`src/rtl/pipe_hazard_ctrl_if.sv`:
```
// -----------------------------------------------------------------------------
// pipe_hazard_ctrl_if
//
// Purpose:
//   Bundles the hazard-detection inputs that the datapath presents to the
//   stall/flush sequencer and the strobes the sequencer returns.
//
// Modports:
//   master : datapath side. Drives the decode/EX/MEM fields and dmem_ready.
//            Receives the enables, flushes, halted and stall_cnt.
//   slave  : sequencer side (pipe_hazard_ctrl). Mirror of master.
//
// Signals:
//   id_rs1, id_rs2            source registers of the IF/ID instruction
//   id_uses_rs1, id_uses_rs2  IF/ID instruction actually reads rs1 / rs2
//   ex_memread, ex_rd         ID/EX MemRead and destination register
//   ex_halt                   ID/EX holds a halt instruction
//   ex_redirect               EX resolved a taken branch / JAL / JALR
//   mem_req                   EX/MEM performs a data-memory access
//   dmem_ready                data memory completed the MEM access this cycle
//   *_en                      pipeline register load enables
//   *_flush                   load a bubble instead of the upstream value
//   halted                    pipeline fully drained after halt
//   stall_cnt                 saturating count of stall cycles
// -----------------------------------------------------------------------------
interface pipe_hazard_ctrl_if #(
   parameter int CNT_W = 16
);
   // Datapath -> sequencer
   logic [4:0]       id_rs1;
   logic [4:0]       id_rs2;
   logic             id_uses_rs1;
   logic             id_uses_rs2;
   logic             ex_memread;
   logic [4:0]       ex_rd;
   logic             ex_halt;
   logic             ex_redirect;
   logic             mem_req;
   logic             dmem_ready;

   // Sequencer -> datapath
   logic             pc_en;
   logic             if_id_en;
   logic             id_ex_en;
   logic             ex_mem_en;
   logic             mem_wb_en;
   logic             if_id_flush;
   logic             id_ex_flush;
   logic             mem_wb_flush;
   logic             halted;
   logic [CNT_W-1:0] stall_cnt;

   modport master (
      output id_rs1, id_rs2, id_uses_rs1, id_uses_rs2,
             ex_memread, ex_rd, ex_halt, ex_redirect,
             mem_req, dmem_ready,
      input  pc_en, if_id_en, id_ex_en, ex_mem_en, mem_wb_en,
             if_id_flush, id_ex_flush, mem_wb_flush,
             halted, stall_cnt
   );

   modport slave (
      input  id_rs1, id_rs2, id_uses_rs1, id_uses_rs2,
             ex_memread, ex_rd, ex_halt, ex_redirect,
             mem_req, dmem_ready,
      output pc_en, if_id_en, id_ex_en, ex_mem_en, mem_wb_en,
             if_id_flush, id_ex_flush, mem_wb_flush,
             halted, stall_cnt
   );
endinterface

```
`src/rtl/pipe_hazard_ctrl.sv`:
```
// -----------------------------------------------------------------------------
// pipe_hazard_ctrl
//
// Purpose:
//   Central stall/flush sequencer for the five-stage RV32 pipeline. Every
//   cycle it produces the enables and flush strobes for the PC and the
//   IF/ID, ID/EX, EX/MEM and MEM/WB registers. It handles:
//     - data-memory wait states (MEMWAIT)
//     - the halt drain sequence (HALT)
//     - taken branch / jump redirects (REDIRECT)
//     - load-use hazards (LOADUSE)
//   Priority, highest first: MEMWAIT > HALT > REDIRECT > LOADUSE.
//   It also keeps a saturating count of stall cycles.
//
// Parameters:
//   DRAIN_CYCLES  cycles spent in DRAIN before HALTED (must be >= 1)
//   CNT_W         stall counter width (must equal the interface CNT_W)
//
// Ports:
//   clk    pipeline clock, rising edge
//   rst_n  asynchronous active-low reset
//   hz     pipe_hazard_ctrl_if.slave, hazard inputs and control strobes
// -----------------------------------------------------------------------------
module pipe_hazard_ctrl #(
   parameter int DRAIN_CYCLES = 2,
   parameter int CNT_W        = 16
) (
   input  logic                clk,
   input  logic                rst_n,
   pipe_hazard_ctrl_if.slave   hz
);

   localparam int DCNT_W = (DRAIN_CYCLES < 2) ? 1 : $clog2(DRAIN_CYCLES + 1);

   localparam logic [DCNT_W-1:0] DCNT_INIT = DCNT_W'(DRAIN_CYCLES);
   localparam logic [DCNT_W-1:0] DCNT_ONE  = DCNT_W'(1);
   localparam logic [CNT_W-1:0]  CNT_MAX   = '1;
   localparam logic [CNT_W-1:0]  CNT_ONE   = CNT_W'(1);

   typedef enum logic [1:0] {
      ST_RUN    = 2'd0,
      ST_DRAIN  = 2'd1,
      ST_HALTED = 2'd2
   } state_t;

   state_t            state_q, state_d;
   logic [DCNT_W-1:0] dcnt_q,  dcnt_d;
   logic [CNT_W-1:0]  stall_cnt_q, stall_cnt_d;

   logic load_use;
   logic mem_wait;
   logic stall_inc;

   // Un-gated strobes. They are masked by rst_n on their way out.
   logic pc_en_c;
   logic if_id_en_c;
   logic id_ex_en_c;
   logic ex_mem_en_c;
   logic mem_wb_en_c;
   logic if_id_flush_c;
   logic id_ex_flush_c;
   logic mem_wb_flush_c;
   logic halted_c;

   // ---------------------------------------------------------------------------
   // Hazard detection
   // ---------------------------------------------------------------------------
   // x0 is hard-wired to zero, so a load into x0 never creates a dependency.
   // A source field that the instruction does not read (e.g. rs2 of an I-type)
   // must not create a dependency either.
   assign load_use = hz.ex_memread && (hz.ex_rd != 5'd0) &&
                     ((hz.id_uses_rs1 && (hz.id_rs1 == hz.ex_rd)) ||
                      (hz.id_uses_rs2 && (hz.id_rs2 == hz.ex_rd)));

   // Once HALTED, memory handshakes are irrelevant: nothing is in flight.
   assign mem_wait = hz.mem_req && !hz.dmem_ready && (state_q != ST_HALTED);

   // ---------------------------------------------------------------------------
   // Next-state and strobe logic
   // ---------------------------------------------------------------------------
   // NOTE: every signal written here gets a default at the top of the block.
   // A path that skips an assignment would otherwise infer a latch.
   always_comb begin
      state_d        = state_q;
      dcnt_d         = dcnt_q;
      stall_inc      = 1'b0;
      pc_en_c        = 1'b1;
      if_id_en_c     = 1'b1;
      id_ex_en_c     = 1'b1;
      ex_mem_en_c    = 1'b1;
      mem_wb_en_c    = 1'b1;
      if_id_flush_c  = 1'b0;
      id_ex_flush_c  = 1'b0;
      mem_wb_flush_c = 1'b0;
      halted_c       = 1'b0;

      unique case (state_q)
         ST_RUN: begin
            if (mem_wait) begin
               // Freeze everything up to EX/MEM. Let a bubble fall into MEM/WB
               // so the stalled access is not retired twice. Lower-priority
               // events return next cycle, because EX is frozen.
               pc_en_c        = 1'b0;
               if_id_en_c     = 1'b0;
               id_ex_en_c     = 1'b0;
               ex_mem_en_c    = 1'b0;
               mem_wb_flush_c = 1'b1;
               stall_inc      = 1'b1;
            end else if (hz.ex_halt) begin
               // Stop fetching and squash the younger instructions. The halt
               // itself moves on into EX/MEM and retires during DRAIN.
               pc_en_c       = 1'b0;
               if_id_flush_c = 1'b1;
               id_ex_flush_c = 1'b1;
               state_d       = ST_DRAIN;
               dcnt_d        = DCNT_INIT;
            end else if (hz.ex_redirect) begin
               // PC loads the branch target. The two younger instructions are
               // on the wrong path, which includes any load-use they carried.
               if_id_flush_c = 1'b1;
               id_ex_flush_c = 1'b1;
            end else if (load_use) begin
               // Hold PC and IF/ID for one cycle and inject a bubble into
               // ID/EX. Next cycle the load sits in MEM and forwarding covers it.
               pc_en_c       = 1'b0;
               if_id_en_c    = 1'b0;
               id_ex_flush_c = 1'b1;
               stall_inc     = 1'b1;
            end
         end

         ST_DRAIN: begin
            if (mem_wait) begin
               // Same freeze as in RUN. The drain countdown holds so the halt
               // still gets its full retirement window.
               pc_en_c        = 1'b0;
               if_id_en_c     = 1'b0;
               id_ex_en_c     = 1'b0;
               ex_mem_en_c    = 1'b0;
               mem_wb_flush_c = 1'b1;
               stall_inc      = 1'b1;
            end else begin
               // Front end stays squashed. EX/MEM and MEM/WB keep advancing
               // so the halt instruction retires. Halt, redirect and
               // load-use are all ignored here.
               pc_en_c       = 1'b0;
               if_id_flush_c = 1'b1;
               id_ex_flush_c = 1'b1;
               if (dcnt_q <= DCNT_ONE) begin
                  state_d = ST_HALTED;
                  dcnt_d  = '0;
               end else begin
                  dcnt_d  = dcnt_q - DCNT_ONE;
               end
            end
         end

         ST_HALTED: begin
            // Dead stop. Only reset leaves this state.
            pc_en_c     = 1'b0;
            if_id_en_c  = 1'b0;
            id_ex_en_c  = 1'b0;
            ex_mem_en_c = 1'b0;
            mem_wb_en_c = 1'b0;
            halted_c    = 1'b1;
         end

         default: begin
            // Unreachable encoding. Recover to RUN and keep the default strobes.
            state_d = ST_RUN;
            dcnt_d  = '0;
         end
      endcase

      if (stall_inc && (stall_cnt_q != CNT_MAX)) begin
         stall_cnt_d = stall_cnt_q + CNT_ONE;
      end else begin
         stall_cnt_d = stall_cnt_q;
      end
   end

   // ---------------------------------------------------------------------------
   // State registers
   // ---------------------------------------------------------------------------
   // NOTE: sequential state uses non-blocking assignments, so every register
   // samples the values from before the edge. That is the only ordering-safe
   // form for state.
   always_ff @(posedge clk or negedge rst_n) begin
      if (!rst_n) begin
         state_q     <= ST_RUN;
         dcnt_q      <= '0;
         stall_cnt_q <= '0;
      end else begin
         state_q     <= state_d;
         dcnt_q      <= dcnt_d;
         stall_cnt_q <= stall_cnt_d;
      end
   end

   // ---------------------------------------------------------------------------
   // Outputs
   // ---------------------------------------------------------------------------
   // NOTE: the strobes are forced low combinationally while rst_n is low.
   // No pipeline register loads during reset, even before the first clock edge.
   assign hz.pc_en        = rst_n & pc_en_c;
   assign hz.if_id_en     = rst_n & if_id_en_c;
   assign hz.id_ex_en     = rst_n & id_ex_en_c;
   assign hz.ex_mem_en    = rst_n & ex_mem_en_c;
   assign hz.mem_wb_en    = rst_n & mem_wb_en_c;
   assign hz.if_id_flush  = rst_n & if_id_flush_c;
   assign hz.id_ex_flush  = rst_n & id_ex_flush_c;
   assign hz.mem_wb_flush = rst_n & mem_wb_flush_c;
   assign hz.halted       = rst_n & halted_c;
   assign hz.stall_cnt    = stall_cnt_q;

endmodule
```
`src/flat_wrapper.sv`:
```
// flat-port wrapper written by rule: the top's interface ports become plain ports
module pipe_hazard_ctrl_flat 
#(
   parameter int DRAIN_CYCLES = 2,
   parameter int CNT_W        = 16
)
  (clk, rst_n, hz_id_rs1, hz_id_rs2, hz_id_uses_rs1, hz_id_uses_rs2, hz_ex_memread, hz_ex_rd, hz_ex_halt, hz_ex_redirect, hz_mem_req, hz_dmem_ready, hz_pc_en, hz_if_id_en, hz_id_ex_en, hz_ex_mem_en, hz_mem_wb_en, hz_if_id_flush, hz_id_ex_flush, hz_mem_wb_flush, hz_halted, hz_stall_cnt);
  pipe_hazard_ctrl_if #(.CNT_W(CNT_W)) hz_i ();
  input  logic clk;
  input  logic rst_n;
  input wire logic [$bits(hz_i.id_rs1)-1:0] hz_id_rs1;
  input wire logic [$bits(hz_i.id_rs2)-1:0] hz_id_rs2;
  input wire logic [$bits(hz_i.id_uses_rs1)-1:0] hz_id_uses_rs1;
  input wire logic [$bits(hz_i.id_uses_rs2)-1:0] hz_id_uses_rs2;
  input wire logic [$bits(hz_i.ex_memread)-1:0] hz_ex_memread;
  input wire logic [$bits(hz_i.ex_rd)-1:0] hz_ex_rd;
  input wire logic [$bits(hz_i.ex_halt)-1:0] hz_ex_halt;
  input wire logic [$bits(hz_i.ex_redirect)-1:0] hz_ex_redirect;
  input wire logic [$bits(hz_i.mem_req)-1:0] hz_mem_req;
  input wire logic [$bits(hz_i.dmem_ready)-1:0] hz_dmem_ready;
  output wire logic [$bits(hz_i.pc_en)-1:0] hz_pc_en;
  output wire logic [$bits(hz_i.if_id_en)-1:0] hz_if_id_en;
  output wire logic [$bits(hz_i.id_ex_en)-1:0] hz_id_ex_en;
  output wire logic [$bits(hz_i.ex_mem_en)-1:0] hz_ex_mem_en;
  output wire logic [$bits(hz_i.mem_wb_en)-1:0] hz_mem_wb_en;
  output wire logic [$bits(hz_i.if_id_flush)-1:0] hz_if_id_flush;
  output wire logic [$bits(hz_i.id_ex_flush)-1:0] hz_id_ex_flush;
  output wire logic [$bits(hz_i.mem_wb_flush)-1:0] hz_mem_wb_flush;
  output wire logic [$bits(hz_i.halted)-1:0] hz_halted;
  output wire logic [$bits(hz_i.stall_cnt)-1:0] hz_stall_cnt;
  assign hz_i.id_rs1 = hz_id_rs1;
  assign hz_i.id_rs2 = hz_id_rs2;
  assign hz_i.id_uses_rs1 = hz_id_uses_rs1;
  assign hz_i.id_uses_rs2 = hz_id_uses_rs2;
  assign hz_i.ex_memread = hz_ex_memread;
  assign hz_i.ex_rd = hz_ex_rd;
  assign hz_i.ex_halt = hz_ex_halt;
  assign hz_i.ex_redirect = hz_ex_redirect;
  assign hz_i.mem_req = hz_mem_req;
  assign hz_i.dmem_ready = hz_dmem_ready;
  assign hz_pc_en = hz_i.pc_en;
  assign hz_if_id_en = hz_i.if_id_en;
  assign hz_id_ex_en = hz_i.id_ex_en;
  assign hz_ex_mem_en = hz_i.ex_mem_en;
  assign hz_mem_wb_en = hz_i.mem_wb_en;
  assign hz_if_id_flush = hz_i.if_id_flush;
  assign hz_id_ex_flush = hz_i.id_ex_flush;
  assign hz_mem_wb_flush = hz_i.mem_wb_flush;
  assign hz_halted = hz_i.halted;
  assign hz_stall_cnt = hz_i.stall_cnt;
  pipe_hazard_ctrl #(.DRAIN_CYCLES(DRAIN_CYCLES), .CNT_W(CNT_W)) u_core (.clk(clk), .rst_n(rst_n), .hz(hz_i));
endmodule
```
`config.mk`:
```
export PLATFORM = sky130hd
export DESIGN_NAME = pipe_hazard_ctrl_flat
export DESIGN_NICKNAME = d
export VERILOG_FILES = /design/src/rtl/pipe_hazard_ctrl_if.sv /design/src/rtl/pipe_hazard_ctrl.sv /design/src/flat_wrapper.sv
export SDC_FILE = /design/constraint.sdc
export NUM_CORES = 1
export LEC_CHECK = 0
export ABC_AREA = 1
export CAP_MARGIN = 40
export CORE_MARGIN = 2
export CORE_UTILIZATION = 47
export CTS_BUF_LIST = sky130_fd_sc_hd__clkbuf_8 sky130_fd_sc_hd__clkbuf_16
export DETAILED_ROUTE_END_ITERATION = 6
export PLACE_DENSITY = 0.8
export SYNTH_ARGS = -nofsm -noshare
export SYNTH_HDL_FRONTEND = slang
export SYNTH_SLANG_ARGS = --single-unit
```
`constraint.sdc`:
```
create_clock -name clk -period 2.5 [get_ports clk]
set_input_delay 0.625 -clock clk [delete_from_list [all_inputs] [get_ports clk]]
set_output_delay 0.625 -clock clk [all_outputs]
set_load 0.005 [all_outputs]
```
# After elaboration in Yosys (flattened, before gate mapping)
# Index checks and enable logic that the tools add are counted.
[word_totals]
ff_bits = 20
inputBits = 24
out_inout_bits = 25
word_cells = 77
[op_classes]
n_addsub = 2
magnitude_cmp = 1
eq_ne = 10
muxes = 37
bitwise = 9
reduce_logical = 15
[op_table]
columns = ["cell", "count"]
rows = [
  ["2-to-1 mux 1 bit", 21],
  ["adder 16 x 1 -> 16 bit, second input constant", 1],
  ["2-to-1 mux 2 bit", 8],
  ["inequality test 16 bit, second input constant", 1],
  ["one-hot mux 2 bit (3 select lines)", 2],
  ["equality test 5 bit", 2],
  ["one-hot mux 1 bit (2 select lines)", 5],
  ["bitwise AND 1 bit", 8],
  ["inequality test 2 bit, second input constant", 4],
  ["logical AND 1 bit", 7],
  ["AND reduction 5 bit", 1],
  ["nonzero test 5 bit", 1],
  ["AND reduction 4 bit", 1],
  ["OR reduction 2 bit", 2],
  ["one-hot mux 1 bit (3 select lines)", 1],
  ["equality test 2 x 1 -> 1 bit, second input constant", 1],
  ["equality test 2 bit, second input constant", 1],
  ["<= comparator 2 x 1 -> 1 bit, second input constant", 1],
  ["zero test 2 bit", 1],
  ["inequality test 2 x 1 -> 1 bit, second input constant", 1],
  ["subtractor 2 x 1 -> 2 bit, second input constant", 1],
  ["zero test 1 bit", 1],
  ["logical OR 1 bit", 1],
  ["inverter 1 bit", 1],
]

# Longest topological paths before layout
# Gate-level depths: netlist (run 1).
[depth]
depth_word = 10
mapped_depth = 12
depth_no_buf = 11

# Least setup slack after synthesis (run 1)
# Ideal clock, no wire load.
[synth_path]
kind = "register to output"
startpoint = "reg u_core.state_q[0]"
endpoint = "out hz_id_ex_en"
arrival_time_ns = 1.368
t_required_ns = 1.875
setup_slack_ns = 0.507
path_stages_with_launch = 8
path_buffers = 1
cell_sequence = "dfrtp_1 -> inv_1 -> ha_1 -> inv_2 -> nand3b_4 -> a21oi_2 -> a311oi_1 -> buf_4"
[synth_between]
elab_chain_cells = 5
elab_cells_between_ends = 9
cone_classes = "eq/ne: 3; mux: 2; bitwise: 1; reduce/logical: 3"
[synth_lines]
columns = ["item", "line_no", "rtl"]
rows = [
  ["start, declared", "pipe_hazard_ctrl.sv:46", "state_t state_q, state_d;"],
  ["start signal, assigned", "pipe_hazard_ctrl.sv:194", "state_q <= state_d;"],
  ["inequality test 2 bit", "pipe_hazard_ctrl.sv:76", "assign mem_wait = hz.mem_req && !hz.dmem_ready && (state_q != ST_HALTED);"],
  ["logical AND 1 bit", "pipe_hazard_ctrl.sv:76", ""],
  ["2-to-1 mux 1 bit", "n/a", ""],
  ["one-hot mux 1 bit (2 select lines) (*)", "n/a", ""],
  ["bitwise AND 1 bit (*)", "n/a", ""],
  ["end, declared", "flat_wrapper.sv:23", "output wire logic [$bits(hz_i.id_ex_en)-1:0] hz_id_ex_en;"],
]
# Mark *: on every way between the ends. The rest lies on a longest branch, timed or not.

# Worst setup path after layout (run 1)
[layout_path]
startpoint = "in hz_id_uses_rs1"
endpoint = "out hz_pc_en"
[layout_between]
elab_chain_cells = 9
[layout_lines]
columns = ["item", "line_no", "rtl"]
rows = [
  ["start, declared", "flat_wrapper.sv:13", "input wire logic [$bits(hz_i.id_uses_rs1)-1:0] hz_id_uses_rs1;"],
  ["logical AND 1 bit", "pipe_hazard_ctrl.sv:72", "((hz.id_uses_rs1 && (hz.id_rs1 == hz.ex_rd)) ||"],
  ["logical OR 1 bit", "pipe_hazard_ctrl.sv:72", ""],
  ["logical AND 1 bit", "pipe_hazard_ctrl.sv:71", "assign load_use = hz.ex_memread && (hz.ex_rd != 5'd0) &&"],
  ["2-to-1 mux 1 bit", "pipe_hazard_ctrl.sv:122", "end else if (load_use) begin"],
  ["2-to-1 mux 1 bit", "pipe_hazard_ctrl.sv:117", "end else if (hz.ex_redirect) begin"],
  ["2-to-1 mux 1 bit", "pipe_hazard_ctrl.sv:109", "end else if (hz.ex_halt) begin"],
  ["2-to-1 mux 1 bit", "pipe_hazard_ctrl.sv:99", "if (mem_wait) begin"],
  ["one-hot mux 1 bit (2 select lines)", "pipe_hazard_ctrl.sv:97", "unique case (state_q)"],
  ["bitwise AND 1 bit", "pipe_hazard_ctrl.sv:205", "assign hz.pc_en = rst_n & pc_en_c;"],
  ["end, declared", "flat_wrapper.sv:21", "output wire logic [$bits(hz_i.pc_en)-1:0] hz_pc_en;"],
]
# No other way between the ends.

==> impl_metrics.json, run 1 <==
{
  "outcome": "finished clean",
  "grt_pass1_wl_um": 6780,
  "finalMaxSlewViolations": 0,
  "hold_buffers": 0,
  "grt_pass1_vias": 1645,
  "p_int_uw": 969,
  "finalPower_uw": 1590,
  "firstDrtPassIters": 4,
  "wirelength_um": 4010,
  "finalCritPeriodShare_pct": 96.9,
  "setup_viol": 0,
  "netlist_instances": 241,
  "numPortBuffers": 48,
  "dr.first_iter.drc_count": 92,
  "place_area_sq_um": 2200,
  "overflow": 0,
  "cts_tree": "yes",
  "ir_worst_vdd_v": 0.000475,
  "hold_viol_final": 0,
  "place_inst": 344,
  "yosysWarnings": 0,
  "power_density_nw_per_um2": 677,
  "crit_path_start_kind": "input port",
  "path_max_fanout": 3,
  "multi_input_area_sq_um": 968,
  "vias": 1728,
  "worstMarginPinSlew_ps": 460,
  "vias_per_cell": 4.87,
  "reg2reg_depth": 11,
  "stdcell_count": 355,
  "numCtsBuffers": 3,
  "placementRows": 21,
  "die_x_um": 62.3,
  "hold_path.class": "in2async",
  "max_freq_ghz": 0.413,
  "area_growth_pct": 47.1,
  "crit_path_end_kind": "primary output",
  "syn-cell-area_sq_um": 1600,
  "antenna_left": 0,
  "p_switching_uw": 623,
  "synth_area_leaders": "dfrtp_1 (31%), nand2_1 (20%), nand3_1 (8.1%), inv_1 (7.5%), nor2_1 (5.9%)",
  "clockBufferDepth": 2,
  "gp_congestion": 0.856,
  "grt_usage_pct": 20.9,
  "place_ws_ps": -448,
  "power_frac_clock_pct": 20.3,
  "p_sw_share_pct": 39.1,
  "diodes": 0,
  "layout_common_cells": "nand2_1 (85), inv_1 (29), nand3_1 (25)",
  "core-area_sq_um": 3310,
  "path_class": "in2out",
  "cts_max_level": 1,
  "design_area_sq_um": 2350,
  "setup_slack_ps": 76.5,
  "cts_num_sinks": 20,
  "synth.largest_area_cell": "dfrtp_1",
  "yosys.area.top_type_share_pct": 31.3,
  "antenna_found_initial": 0,
  "regArea_sq_um": 500,
  "io_pins": 49,
  "initial_core_util_pct": 48.3,
  "finalClockSkew_ps": 6.12,
  "synth_cell_types": 30,
  "slew_headroom_pct": 69.1,
  "clock_latency_ps": 260,
  "dp_hpwl_um": 2910,
  "p_comb_share_pct": 51.0,
  "nets": 339,
  "drv_cap": 0,
  "syn_avg_cell_area_sq_um": 6.63,
  "die_area_sq_um": 3880,
  "p_leak_uw": 0.00137,
  "synthesis.nets": 270,
  "p_seq_share_pct": 28.6,
  "r2r_slack_ps": 410,
  "finalCriticalPeriod_ps": 2420,
  "wl_per_cell_um": 11.3,
  "fill_cells": 292,
  "cp.required_ps": 1880,
  "final_common_cell": "nand2_1",
  "die_h_um": 62.3,
  "clk_pin_slew_ps": 80,
  "drive_gt1_share_pct": 15.9,
  "clockRootBuffer": "clkbuf_8",
  "synth_seq_cells": 20,
  "grt_max_degree": 19,
  "seq_area_frac_synth_pct": 31.3,
  "drc_errors": 0,
  "arrival_ps": 1800
}
per-layer routing:
layer | vias up | wire length (um) | part of all wire (%) | global-route usage (%)
li1 | 885 | - | - | -
met2 | 49 | 2070 | 52 | 39.3
met3 | 8 | 157 | 3.9 | 2.17
met1 | 786 | 1710 | 43 | 25.6
met5 | - | 0 | 0 | 0
met4 | 0 | 65 | 1.6 | 4.72
logic make-up (layout without fill, tap and decap cells):
kind of cell    Yosys count  in the layout  synth area share [%]
fa+ha+maj                 5              5                  3.92
buf+inv                  38            106                  10.1
xor+xnor                 13             13                  7.13
flops                    20             20                  31.3
compound gates           14             14                  5.33
simple gates            151            151                  42.2
area by class of cell:
type                            count  area share [%]
Multi-Input combinational cell    183            41.2
Timing Repair Buffer               68            26.6
Sequential cell                    20            21.3
Inverter                           34            5.43
Tap cell                           46            2.45
Clock buffer                        3            1.76
Clock inverter                      1            1.28
worst max-delay path: stages:
cell             delay, ps
clkdlybuf4s50_1        450
nand2_1                 50
nor2_1                 120
nand3_1                100
nand2_2                100
nand3b_1                90
nand2_1                 90
a21oi_2                 60
clkbuf_2               100
sequential cells by signal, indices dropped and copies added, names as in the netlist:
name and flops:
u_core.dcnt_q 2, u_core.state_q 2, u_core.hz.stall_cnt 16
power groups by stage:
stage	Sequential, uW	Combinational (uW)	Clock (uW)
2_1_floorplan	448	443	0
4_1_cts	455	771	333
5_1_grt	468	897	351
3_3_place_gp	457	745	0
3_5_place_dp	458	758	0
6_report	456	813	324
metrics by stage:
| step | hold slack, ps | util [%] | setup TNS [ps] |
|---|---|---|---|
| floorplan | 329 | - | 0 |
| global placement | 505 | 66.4 | -2320 |
| global route | 468 | 71.0 | -3.24 |
| detailed placement | 500 | 66.4 | -2460 |
| finish | 469 | 71.0 | 0 |
| CTS | 465 | 69.4 | -148 |
timing repair:
| action | in CTS | in global routing |
|---|---|---|
| resized for setup | 31 | 20 |
| setup buffers | 4 | 3 |
| pin swaps | 5 | 12 |
| endpoints found under the setup margin | 9 | 3 |
path summary, 6_finish.rpt:
path / endpoint / from
max in group asynchronous: u_core.hz.stall_cnt[5]$_DFFE_PN0P_ / rst_n
min in group clk: u_core.dcnt_q[0]$_DFFE_PN0P_ / u_core.dcnt_q[0]$_DFFE_PN0P_
hold / removal: u_core.hz.stall_cnt[12]$_DFFE_PN0P_ / rst_n
setup reg to reg: u_core.state_q[0]$_DFFE_PN0P_ / u_core.state_q[0]$_DFFE_PN0P_
setup / recovery: hz_pc_en / hz_id_uses_rs1
hold reg to reg: u_core.dcnt_q[0]$_DFFE_PN0P_ / u_core.dcnt_q[0]$_DFFE_PN0P_
cells in the mapped netlist:
cell,n
nor2_4,1
buf_6,1
nor4_1,1
ha_1,5
and3_1,1
buf_4,3
a311oi_1,1
nor2_2,1
a31oi_1,1
nor2_1,25
nand3b_1,1
a21oi_1,3
a31o_2,1
nand4_2,1
nor3_1,1
nand3b_4,1
nand4_1,3
xor2_1,7
o21ai_0,6
nand2_4,1
nor3_4,1
inv_2,2
inv_1,32
dfrtp_1,20
xnor2_1,6
nand3_1,26
o21a_1,1
nand2_1,86
a21oi_2,1
nand2_2,1
No activity file was read; power rests on OpenSTA's default activity.
==> run 2, diff against run 1 <==
--- a/config.mk
+++ b/config.mk
@@ -11,7 +11,7 @@
 export CORE_UTILIZATION = 47
 export CTS_BUF_LIST = sky130_fd_sc_hd__clkbuf_8 sky130_fd_sc_hd__clkbuf_16
 export DETAILED_ROUTE_END_ITERATION = 6
-export PLACE_DENSITY = 0.8
+export PLACE_DENSITY = 0.77
 export SYNTH_ARGS = -nofsm -noshare
 export SYNTH_HDL_FRONTEND = slang
 export SYNTH_SLANG_ARGS = --single-unit
==> run 2 against run 1 <==
Routed wire length shrank 5.3%. Power is 4.8% lower. Via count is 0.17% higher. Highest routed layer unchanged.
==> impl_metrics.json, run 2 (same netlist as run 1, synthesis figures left out) <==
{
  "hold_path.class": "in2async",
  "finalClockSkew_ps": 3.90,
  "arrival_ps": 1790,
  "fill_cells": 298,
  "dr.first_iter.drc_count": 91,
  "place_ws_ps": -439,
  "gr-usage-met2_pct": 37.6,
  "p_sw_share_pct": 40.3,
  "path_max_fanout": 4,
  "p_switching_uw": 610,
  "gp_congestion": 0.872,
  "overflow": 0,
  "wl_per_cell_um": 10.8,
  "nets": 336,
  "p_comb_share_pct": 53.8,
  "initial_core_util_pct": 48.3,
  "grt_usage_pct": 20.5,
  "p_int_uw": 905,
  "clockBufferDepth": 2,
  "finalMaxSlewViolations": 0,
  "cp.required_ps": 1880,
  "die_area_sq_um": 3880,
  "layout_common_cells": "nand2_1 (85), inv_1 (29), nand3_1 (25)",
  "crit_path_end_kind": "primary output",
  "power_density_nw_per_um2": 654,
  "finalCriticalPeriod_ps": 2410,
  "setup_slack_ps": 87.9,
  "p_seq_share_pct": 30.0,
  "globalRoute.busiestLayer": "met2",
  "final_common_cell": "nand2_1",
  "r2r_end": "u_core.hz.stall_cnt[14]$_DFFE_PN0P_",
  "grt_max_degree": 17,
  "clock_latency_ps": 260,
  "max_freq_ghz": 0.415,
  "drive_gt1_share_pct": 15.4,
  "multi_input_area_sq_um": 982,
  "core-area_sq_um": 3310,
  "r2r-start": "u_core.state_q[0]$_DFFE_PN0P_",
  "ir_worst_vdd_v": 0.000497,
  "final_core_util_pct": 70.0,
  "power_frac_clock_pct": 16.1,
  "numPortBuffers": 48,
  "design_area_sq_um": 2320,
  "io_pins": 49,
  "placementRows": 21,
  "cts_num_sinks": 20,
  "die_x_um": 62.3,
  "diodes": 0,
  "numCtsBuffers": 3,
  "hold_viol_final": 0,
  "antenna_found_initial": 0,
  "setup_viol": 0,
  "cts_max_level": 1,
  "clockRootBuffer": "clkbuf_8",
  "clk_pin_slew_ps": 70,
  "use_met1_pct": 24.3,
  "finalPower_uw": 1520,
  "largest_register_ffs": 16,
  "slew_headroom_pct": 77.7,
  "area_growth_pct": 45.1,
  "antenna_left": 0,
  "vias_per_cell": 4.92,
  "path_class": "in2out",
  "r2r_slack_ps": 680,
  "place_area_sq_um": 2230,
  "finalCritPeriodShare_pct": 96.5,
  "worstMarginPinSlew_ps": 331,
  "whs_ps": 497,
  "drv_cap": 0,
  "grt_pass1_wl_um": 6600,
  "cts_tree": "yes",
  "regArea_sq_um": 500,
  "wirelength_um": 3790,
  "vias": 1731,
  "grt_pass1_vias": 1611,
  "dp_hpwl_um": 2960,
  "die_h_um": 62.3,
  "crit_path_start_kind": "input port",
  "met3_usage_pct": 3.80,
  "outcome": "finished clean",
  "p_leak_uw": 0.00134,
  "hold_buffers": 0,
  "drc_errors": 0,
  "firstDrtPassIters": 5,
  "reg2reg_depth": 11
}
-- run 2: worst max-delay path by stage --
stage	to	cells after the start	slack [ps]	from
2_1_floorplan	hz_id_ex_en	7	510	u_core.state_q[0]$_DFFE_PN0P_
3_3_place_gp	hz_if_id_en	9	-410	hz_ex_rd[0]
3_5_place_dp	hz_if_id_en	9	-440	hz_ex_rd[0]
4_1_cts	hz_if_id_en	11	-140	hz_id_rs1[1]
5_1_grt	hz_mem_wb_flush	6	-4	hz_dmem_ready
6_report	hz_mem_wb_en	5	90	rst_n
-- run 2: critical path, cell delays in order --
cell             delay, ps
dlygate4sd2_1          280
inv_1                  110
buf_4                  160
nor2_1                  90
clkdlybuf4s50_1        510
-- run 2: routing by layer --
metal | vias up | wire length [um]
li1 | 890 | -
met1 | 787 | 1700
met2 | 50 | 1880
met3 | 4 | 179
met4 | 0 | 31
met5 | - | 0
-- run 2: layout make-up --
class                      instances  share of cell area, %
multi-input combinational        183                   42.4
timing repair buffer              65                   25.7
sequential                        20                   21.6
inverter                          34                   5.50
tap                               46                   2.48
clock buffer                       4                   2.37
-- run 2: metrics by stage --
stage,std cells,TNS [ps]
2_1_floorplan,241,0
4_1_cts,353,-225
3_5_place_dp,348,-2240
5_1_grt,352,-4.04
3_3_place_gp,348,-2300
6_report,352,0
-- run 2: power by group through the flow --
stage	registers (uW)	logic (uW)	clock network, uW
2_1_floorplan	448	443	0
3_3_place_gp	459	790	0
3_5_place_dp	460	802	0
4_1_cts	454	796	250
5_1_grt	465	915	269
6_report	455	816	244
-- run 2: repair_timing --
action | in CTS | in global routing
resized for setup | 22 | 28
endpoints found under the hold margin | 0 | 0
setup buffers | 1 | 0
setup endpoints to repair | 9 | 5
pin swaps | 6 | 10
